## src/rtl/servo_ramp_ctrl.sv

```systemverilog
// servo_ramp_ctrl
//   Sequences the duty word that feeds the servo PWM generator. A target
//   position arrives over a valid/ready handshake. duty_out then slews toward
//   that target in fixed steps, one step per programmable tick. Once the
//   target is reached, the block holds for HOLD_CYCLES clocks and then pulses
//   done.
//
// Build option
//   SERVO_LIMIT_EN  when defined, each accepted target is clamped to
//                   [MIN_DUTY, MAX_DUTY], and limit_hit reports whether the
//                   clamp was applied. When undefined, the target is latched
//                   as given and limit_hit stays 0.
//
// Ports
//   clk         clock
//   rst         synchronous, active-high reset
//   cmd_valid   command present
//   cmd_ready   command accepted this cycle when high with cmd_valid (IDLE, not in reset)
//   cmd_target  target duty word
//   rate_div    tick period minus one, in clk cycles
//   step        duty increment per tick (0 is treated as 1)
//   abort       stop motion in RAMP/HOLD, freeze duty_out, no done pulse
//   duty_out    duty word to the PWM block
//   busy        controller is not IDLE
//   done        one-cycle pulse when HOLD completes
//   limit_hit   last accepted target was clamped
module servo_ramp_ctrl #(
    parameter int CANT_BITS   = 8,
    parameter int DIV_W       = 16,
    parameter int STEP_W      = 4,
    parameter int RESET_DUTY  = 128,
    parameter int HOLD_CYCLES = 1000,
    parameter int MIN_DUTY    = 20,
    parameter int MAX_DUTY    = 235
) (
    input  logic                 clk,
    input  logic                 rst,
    input  logic                 cmd_valid,
    output logic                 cmd_ready,
    input  logic [CANT_BITS-1:0] cmd_target,
    input  logic [DIV_W-1:0]     rate_div,
    input  logic [STEP_W-1:0]    step,
    input  logic                 abort,
    output logic [CANT_BITS-1:0] duty_out,
    output logic                 busy,
    output logic                 done,
    output logic                 limit_hit
);

`ifdef SERVO_LIMIT_EN
    localparam bit LIMIT_EN = 1'b1;
`else
    localparam bit LIMIT_EN = 1'b0;
`endif

    localparam int HOLD_W = (HOLD_CYCLES > 1) ? $clog2(HOLD_CYCLES) : 1;
    localparam int CMP_W  = (CANT_BITS + 1 > STEP_W) ? CANT_BITS + 1 : STEP_W;

    localparam logic [CANT_BITS-1:0] RESET_Q   = CANT_BITS'(RESET_DUTY);
    localparam logic [CANT_BITS-1:0] MIN_Q     = CANT_BITS'(MIN_DUTY);
    localparam logic [CANT_BITS-1:0] MAX_Q     = CANT_BITS'(MAX_DUTY);
    localparam logic [HOLD_W-1:0]    HOLD_LAST = HOLD_W'(HOLD_CYCLES - 1);

    typedef enum logic [1:0] {
        S_IDLE = 2'd0,
        S_RAMP = 2'd1,
        S_HOLD = 2'd2
    } state_t;

    state_t                state, state_nxt;
    logic [CANT_BITS-1:0]  duty_nxt;
    logic [CANT_BITS-1:0]  target_q, target_nxt;
    logic [DIV_W-1:0]      div_q, div_nxt;
    logic [STEP_W-1:0]     step_q, step_nxt;
    logic [DIV_W-1:0]      tick_cnt, tick_nxt;
    logic [HOLD_W-1:0]     hold_cnt, hold_nxt;
    logic                  done_nxt;
    logic                  limit_nxt;
    logic                  accept;

    logic signed [CANT_BITS:0] diff;
    logic [CANT_BITS:0]        mag;
    logic [CANT_BITS-1:0]      step_c;
    logic                      final_step;

    // Saturate a requested target into the allowed servo travel.
    function automatic logic [CANT_BITS-1:0] clamp_target(input logic [CANT_BITS-1:0] t);
        if (LIMIT_EN && (t < MIN_Q)) return MIN_Q;
        if (LIMIT_EN && (t > MAX_Q)) return MAX_Q;
        return t;
    endfunction

    assign cmd_ready = (state == S_IDLE) && !rst;
    assign busy      = (state != S_IDLE);
    assign accept    = cmd_valid && cmd_ready;

    // The distance is computed one bit wider and signed, so it cannot wrap.
    // If the remaining distance fits in one step, the next tick lands
    // exactly on the target. This prevents overshoot and wrap past the rails.
    assign diff       = $signed({1'b0, target_q}) - $signed({1'b0, duty_out});
    assign mag        = diff[CANT_BITS] ? $unsigned(-diff) : $unsigned(diff);
    assign step_c     = CANT_BITS'(step_q);
    assign final_step = (CMP_W'(mag) <= CMP_W'(step_q));

    always_comb begin
        state_nxt  = state;
        duty_nxt   = duty_out;
        target_nxt = target_q;
        div_nxt    = div_q;
        step_nxt   = step_q;
        tick_nxt   = tick_cnt;
        hold_nxt   = hold_cnt;
        done_nxt   = 1'b0;
        limit_nxt  = limit_hit;
        case (state)
            S_IDLE: begin
                if (accept) begin
                    target_nxt = clamp_target(cmd_target);
                    div_nxt    = rate_div;
                    step_nxt   = (step == '0) ? STEP_W'(1) : step;
                    limit_nxt  = (target_nxt != cmd_target);
                    tick_nxt   = '0;
                    hold_nxt   = '0;
                    state_nxt  = (target_nxt == duty_out) ? S_HOLD : S_RAMP;
                end
            end
            S_RAMP: begin
                if (abort) begin
                    state_nxt = S_IDLE;
                end else if (tick_cnt == div_q) begin
                    tick_nxt = '0;
                    if (final_step) begin
                        duty_nxt  = target_q;
                        hold_nxt  = '0;
                        state_nxt = S_HOLD;
                    end else if (diff[CANT_BITS]) begin
                        duty_nxt = duty_out - step_c;
                    end else begin
                        duty_nxt = duty_out + step_c;
                    end
                end else begin
                    tick_nxt = tick_cnt + 1'b1;
                end
            end
            S_HOLD: begin
                if (abort) begin
                    state_nxt = S_IDLE;
                end else if (hold_cnt == HOLD_LAST) begin
                    state_nxt = S_IDLE;
                    done_nxt  = 1'b1;
                end else begin
                    hold_nxt = hold_cnt + 1'b1;
                end
            end
            default: state_nxt = S_IDLE;
        endcase
    end

    // Control and output registers: these return to their reset values.
    always_ff @(posedge clk) begin
        if (rst) begin
            state     <= S_IDLE;
            duty_out  <= RESET_Q;
            tick_cnt  <= '0;
            hold_cnt  <= '0;
            done      <= 1'b0;
            limit_hit <= 1'b0;
        end else begin
            state     <= state_nxt;
            duty_out  <= duty_nxt;
            tick_cnt  <= tick_nxt;
            hold_cnt  <= hold_nxt;
            done      <= done_nxt;
            limit_hit <= limit_nxt;
        end
    end

    // Latched command fields. These are only read after a new accept.
    always_ff @(posedge clk) begin
        target_q <= target_nxt;
        div_q    <= div_nxt;
        step_q   <= step_nxt;
    end

endmodule

```

## config.mk

```make
export PLATFORM = sky130hd
export DESIGN_NAME = servo_ramp_ctrl
export DESIGN_NICKNAME = d
export VERILOG_FILES = /design/src/rtl/servo_ramp_ctrl.sv
export SDC_FILE = /design/constraint.sdc
export NUM_CORES = 1
export LEC_CHECK = 0
export ABC_AREA = 1
export CAP_MARGIN = 20
export CORE_MARGIN = 2
export CORE_UTILIZATION = 62
export DETAILED_ROUTE_END_ITERATION = 10
export PLACE_DENSITY = 0.93
export SETUP_SLACK_MARGIN = 0.5
export SLEW_MARGIN = 20
export SYNTH_ARGS = -nofsm -noshare
export SYNTH_HDL_FRONTEND = slang
export SYNTH_SLANG_ARGS = --single-unit
```

## constraint.sdc

```tcl
create_clock -name clk -period 6.5 [get_ports clk]
set_clock_uncertainty 0.1 [all_clocks]
set_input_delay 1.95 -clock clk [delete_from_list [all_inputs] [get_ports clk]]
set_output_delay 1.95 -clock clk [all_outputs]
set_load 0.02 [all_outputs]
```

==> Word-level counts from Yosys, hierarchy flattened <==
Index checks and enable logic that the tools add are counted.
{ "classes": {"n_addsub": 6, "n_lt_le_gt_ge": 1, "eq_ne": 14, "mux": 23, "bitwise": 2, "n_reduce_logical": 14} }
{ "op_table": {"columns": ["cell", "n"], "rows": [
  ["$mux W10", 6],
  ["$mux W16", 3],
  ["$pmux W16 S2", 1],
  ["$pmux W10 S3", 1],
  ["$add A16 B1 Y16 const B", 1],
  ["$eq A16 B16 Y1", 1],
  ["$mux W8", 2],
  ["$mux W2", 7],
  ["$ne A2 B2 Y1 const B", 6],
  ["$add A10 B1 Y10 const B", 1],
  ["$eq A10 B10 Y1 const B", 1],
  ["$le A9 B4 Y1", 1],
  ["$mux W9", 1],
  ["$ne A3 B3 Y1 const B", 3],
  ["$neg A9 Y9", 1],
  ["$sub A8 B8 Y9", 1],
  ["$add A8 B4 Y8", 1],
  ["$eq A8 B8 Y1", 1],
  ["$sub A8 B4 Y8", 1],
  ["$reduce_and A7 Y1", 1],
  ["$pmux W2 S3", 1],
  ["$reduce_and A3 Y1", 2],
  ["$logic_not A4 Y1", 1],
  ["$reduce_and A4 Y1", 1],
  ["11 further kinds", 14]
]} }
{ "word_totals": {"reg_bits": 65, "output_inout_bits": 12} }

==> Logic depth before layout (Yosys ltp) <==
{ "logic_depth": {"depth_word": 8, "depth_mapped": 23, "ltp_nobuf": 23} }

==> Least setup slack after synthesis <==
Ideal clock, no wire load.
{ "synth_timing": {"kind": "input port to flip-flop", "from": "in rst", "to": "reg div_q[0], enable pin", "arrival_ns": 4.131, "slack_ns": 1.821, "cell_stages": 2, "cell_sequence": "clkbuf_1 -> nor3_1"} }
{ "synth_via": {"elab_chain_len": 4} }
{ "synth_rtl": {"columns": ["element", "line", "rtl"], "rows": [
  ["start, declared", "37", "input logic rst,"],
  ["$logic_not A1 Y1", "93", "assign cmd_ready = (state == S_IDLE) && !rst;"],
  ["$logic_and A1 B1 Y1", "93", null],
  ["$logic_and A1 B1 Y1", "95", "assign accept = cmd_valid && cmd_ready;"],
  ["$reduce_and A2 Y1 (no source line)", null, null],
  ["end signal, assigned", "181", "div_q <= div_nxt;"],
  ["end, declared", "73", "logic [DIV_W-1:0] div_q, div_nxt;"]
]} }
No other way between the ends.
A chain may end at the register's enable or synchronous reset.

==> Worst setup path in the final report <==
{ "layout_timing": {"from": "in rst", "to": "out cmd_ready"} }
{ "layout_via": {"elab_chain_len": 2} }
{ "layout_rtl": {"columns": ["element", "line", "rtl"], "rows": [
  ["$logic_not A1 Y1", "93", null],
  ["$logic_and A1 B1 Y1", "93", null],
  ["end, declared", "39", "output logic cmd_ready,"]
]} }
No other way between the ends.

==> run_results.csv <==
group,metric,value,unit
cts,tritoncts,"done",
route,routedWlPerCell,15.23,um
place,hpwl,7.253,mm
cts,clk_path_buf_depth,2,
cts,hold_buffers,0,
global_routing,grt_pass1_vias,3858,
route,avgViaCountPerCell,5.801,
yosys,synth_cell_types,46,
worst_setup_path,r2r_end,"hold_cnt[1]$_SDFFE_PP0P_",
route,route.detailed.drc,0,
yosys,netlist_area,4179,um2
yosys,synth_xor_area_share,8.802,%
yosys,synth_fa_ha_area_share,8.144,%
cts,cts_resized,0,
yosys,muxShareOfSynthArea,0,%
worst_setup_path,path_common_cell,"clkdlybuf4s50_1",
worst_setup_path,cp-end-kind,"primary output",
yosys,synth_seq_area_share,37.84,%
route,drtAntennaViolNets,0,
yosys,synth_top_area_share,20.12,%
cts,numCtsBuffers,9,
sta,tightest_slew,736.4,ps
floorplan,chipWidth,86.10,um
yosys,synth_area_per_cell,7.710,um2
route,topRoutingLayerUsed,"met4",
place,gp_congestion,0.9049,
worst_setup_path,crit_type,"in -> out",
global_routing,grt_start_max_net_pins,29,
cts,cts_sinks,65,
place,portBuffers,42,
yosys,ys_warn_count,0,
sta,grt_setup_unrepaired,"no",
route,routed_wl,10.20,mm
yosys,synth_top_family_by_area,"simple AND/OR/NAND/NOR gates",
final_layout,area_delta_synth_final,17.37,%
sta,setup_violations,0,
yosys,yosys.area_share.simple,27.37,%
sta,hold_viol,0,
yosys,syn_nets,600,
worst_setup_path,reg2reg_from,"target_q[0]$_DFFE_PP_",
final_layout,fin_nets,646,
global_routing,antenna_found_initial,0,
sta,drv_slew,0,
pwr,p_per_area,209.6,nW/um2
cts,cts.htree.levels,3,
yosys,ys_ff_latch,65,
floorplan,rows,29,
cts,ctsRootBufferMaster,"clkbuf_8",
hold_path,holdCritStartpoint,"hold_cnt[6]$_SDFFE_PP0P_",
worst_setup_path,rrSetupSlack,2660,ps
hold_path,worstHoldPathCells,2,
cts,clkTransAtPathRegs,80,ps
sta,period_minus_slack,5232,ps
floorplan,start_util,65.07,%
final_layout,multi_input_area,2250,um2
worst_setup_path,worstPathArrival,3180,ps
cts,clock_latency,340,ps
route,wl_met1,4.077,mm
yosys,yosysTopAreaCell,"edfxtp_1",
worst_setup_path,crit_path_max_incr_delay,600,ps
hold_path,min_path_type,"reg -> reg",
yosys,synth_compound_area_share,9.311,%
job,cap_violations,0,
worst_setup_path,worst-path-max-fanout,2,
floorplan,die_area,7413,um2
final_layout,seq_area,1582,um2
floorplan,core_area,6422,um2
sta,period_share,80.50,%
floorplan,die_h,86.10,um
worst_setup_path,required,4450,ps
global_routing,grt_pass1_wl,17.34,mm
worst_setup_path,critPathLaunch,"rst",
final_layout,final_common_cell,"nand2_1",
route,drtIter0Drc,324,
worst_setup_path,reg2reg_depth,23,
route,drt_first_pass_iters,7,
yosys,synth_edf_count,28,
final_layout,n_antenna_cell,0,
sta,fin_setup_tns,0,ps
yosys,synth_area_leaders,"edfxtp_1, dfxtp_1, nand2_1, ha_1, inv_1",
global_routing,grt_usage,29.62,%
final_layout,fin_util,76.37,%
pwr,p_leak,2.099,nW
status,status,"complete, no violations",
sta,fmax,191.1,MHz
hold_path,hold_end,"hold_cnt[6]$_SDFFE_PP0P_",
final_layout,nFillCells,398,
global_routing,overflow,0,
floorplan,ios,44,
final_layout,most-common-layout-cells,"nand2_1, inv_1, nor2_1",
worst_setup_path,path_cells,"clkdlybuf4s50_1 -> nor2_1 -> clkdlybuf4s50_1",
route,route.met3.wl,580,um
route,vias,3887,
final_layout,drive_above_1_share,6.745,%
yosys,synth_ff_type,"dfxtp_1",
worst_setup_path,worst_path_max_delay_cell,"clkdlybuf4s50_1",
sta,relSlewSlack,50.64,%
yosys,syn_inst,542,
route,wl_met2,5.158,mm
worst_setup_path,worstSetupStartpointType,"input port",
pwr,ir_drop,0.2187,mV
cts,cts_setup_buffers,0,
yosys,synthArstFlopShare,0,%
==> per-stage QoR <==
step / worst slack (ps) / std cells / hold WS, ps / power (mW) / instance area, um2
2_1_floorplan: 1821 / 542 / 354.3 / 0.5837 / 4179
3_3_place_gp: 1262 / 654 / 369.7 / 0.6295 / 4666
3_5_place_dp: 1269 / 654 / 382.2 / 0.6379 / 4666
4_1_cts: 1270 / 670 / 392.5 / 1.025 / 4905
5_1_grt: 1242 / 670 / 428.0 / 1.071 / 4905
6_report: 1268 / 670 / 412.7 / 1.028 / 4905
==> cell families after synthesis <==
| logic type | after synthesis |
|---|---|
| flops | 65 |
| fa+ha+maj | 26 |
| other cells | 1 |
| xor+xnor | 42 |
| compound gates | 67 |
| simple gates | 252 |
| buf+inv | 89 |
==> worst max-delay path: cells and delay by family <==
kind,cells,cell delay (ps)
buf+inv,2,1090
simple gates,1,140
==> cell usage after synthesis, types with 3 or more instances <==
cell and count:
inv_1 78, edfxtp_1 28, xor2_1 28, nor3b_1 3, xnor2_1 14, nand3_1 40, nand4_1 8, nand3_2 3
nand2_2 7, dfxtp_1 37, nand2_1 104, ha_1 24, a21oi_1 39, o21ai_0 12, o211ai_1 5, nor2_1 55
clkbuf_1 5, nor3_1 17
==> per-layer routing <==
layer | track usage [%] | vias to the layer above
li1 | - | 1863
met1 | 34.92 | 1801
met2 | 51.87 | 178
met3 | 4.042 | 45
met4 | 16.16 | 0
met5 | 0 | -
==> final cells by class <==
type / count / share of cell area [%]
inverter: 80 / 6.173
clock inverter: 1 / 0.1786
multi-input combinational: 388 / 45.87
sequential: 65 / 32.24
timing repair buffer: 44 / 8.878
clock buffer: 15 / 4.694
tap: 77 / 1.964
==> power by group <==
group / switching (mW) / internal (mW)
clock: 0.162 / 0.230
combinational: 0.114 / 0.0692
sequential: 0.0105 / 0.442
==> worst max-delay path by stage <==
| stage | end | slack (ps) | cells after the start |
|---|---|---|---|
| after floorplan | div_q[0]$_DFFE_PP_ | 1820 | 2 |
| after global routing | cmd_ready | 1240 | 3 |
| after detailed placement | cmd_ready | 1270 | 3 |
| final | cmd_ready | 1270 | 3 |
| after CTS | cmd_ready | 1270 | 3 |
| after global placement | cmd_ready | 1260 | 3 |
==> registers in the layout (all words and copies together) (netlist names) <==
register,cells
div_q,16
step_q,4
target_q,8
state,2
duty_out,8
tick_cnt,16
done,1
hold_cnt,10
No activity file was read; power rests on OpenSTA's default activity.
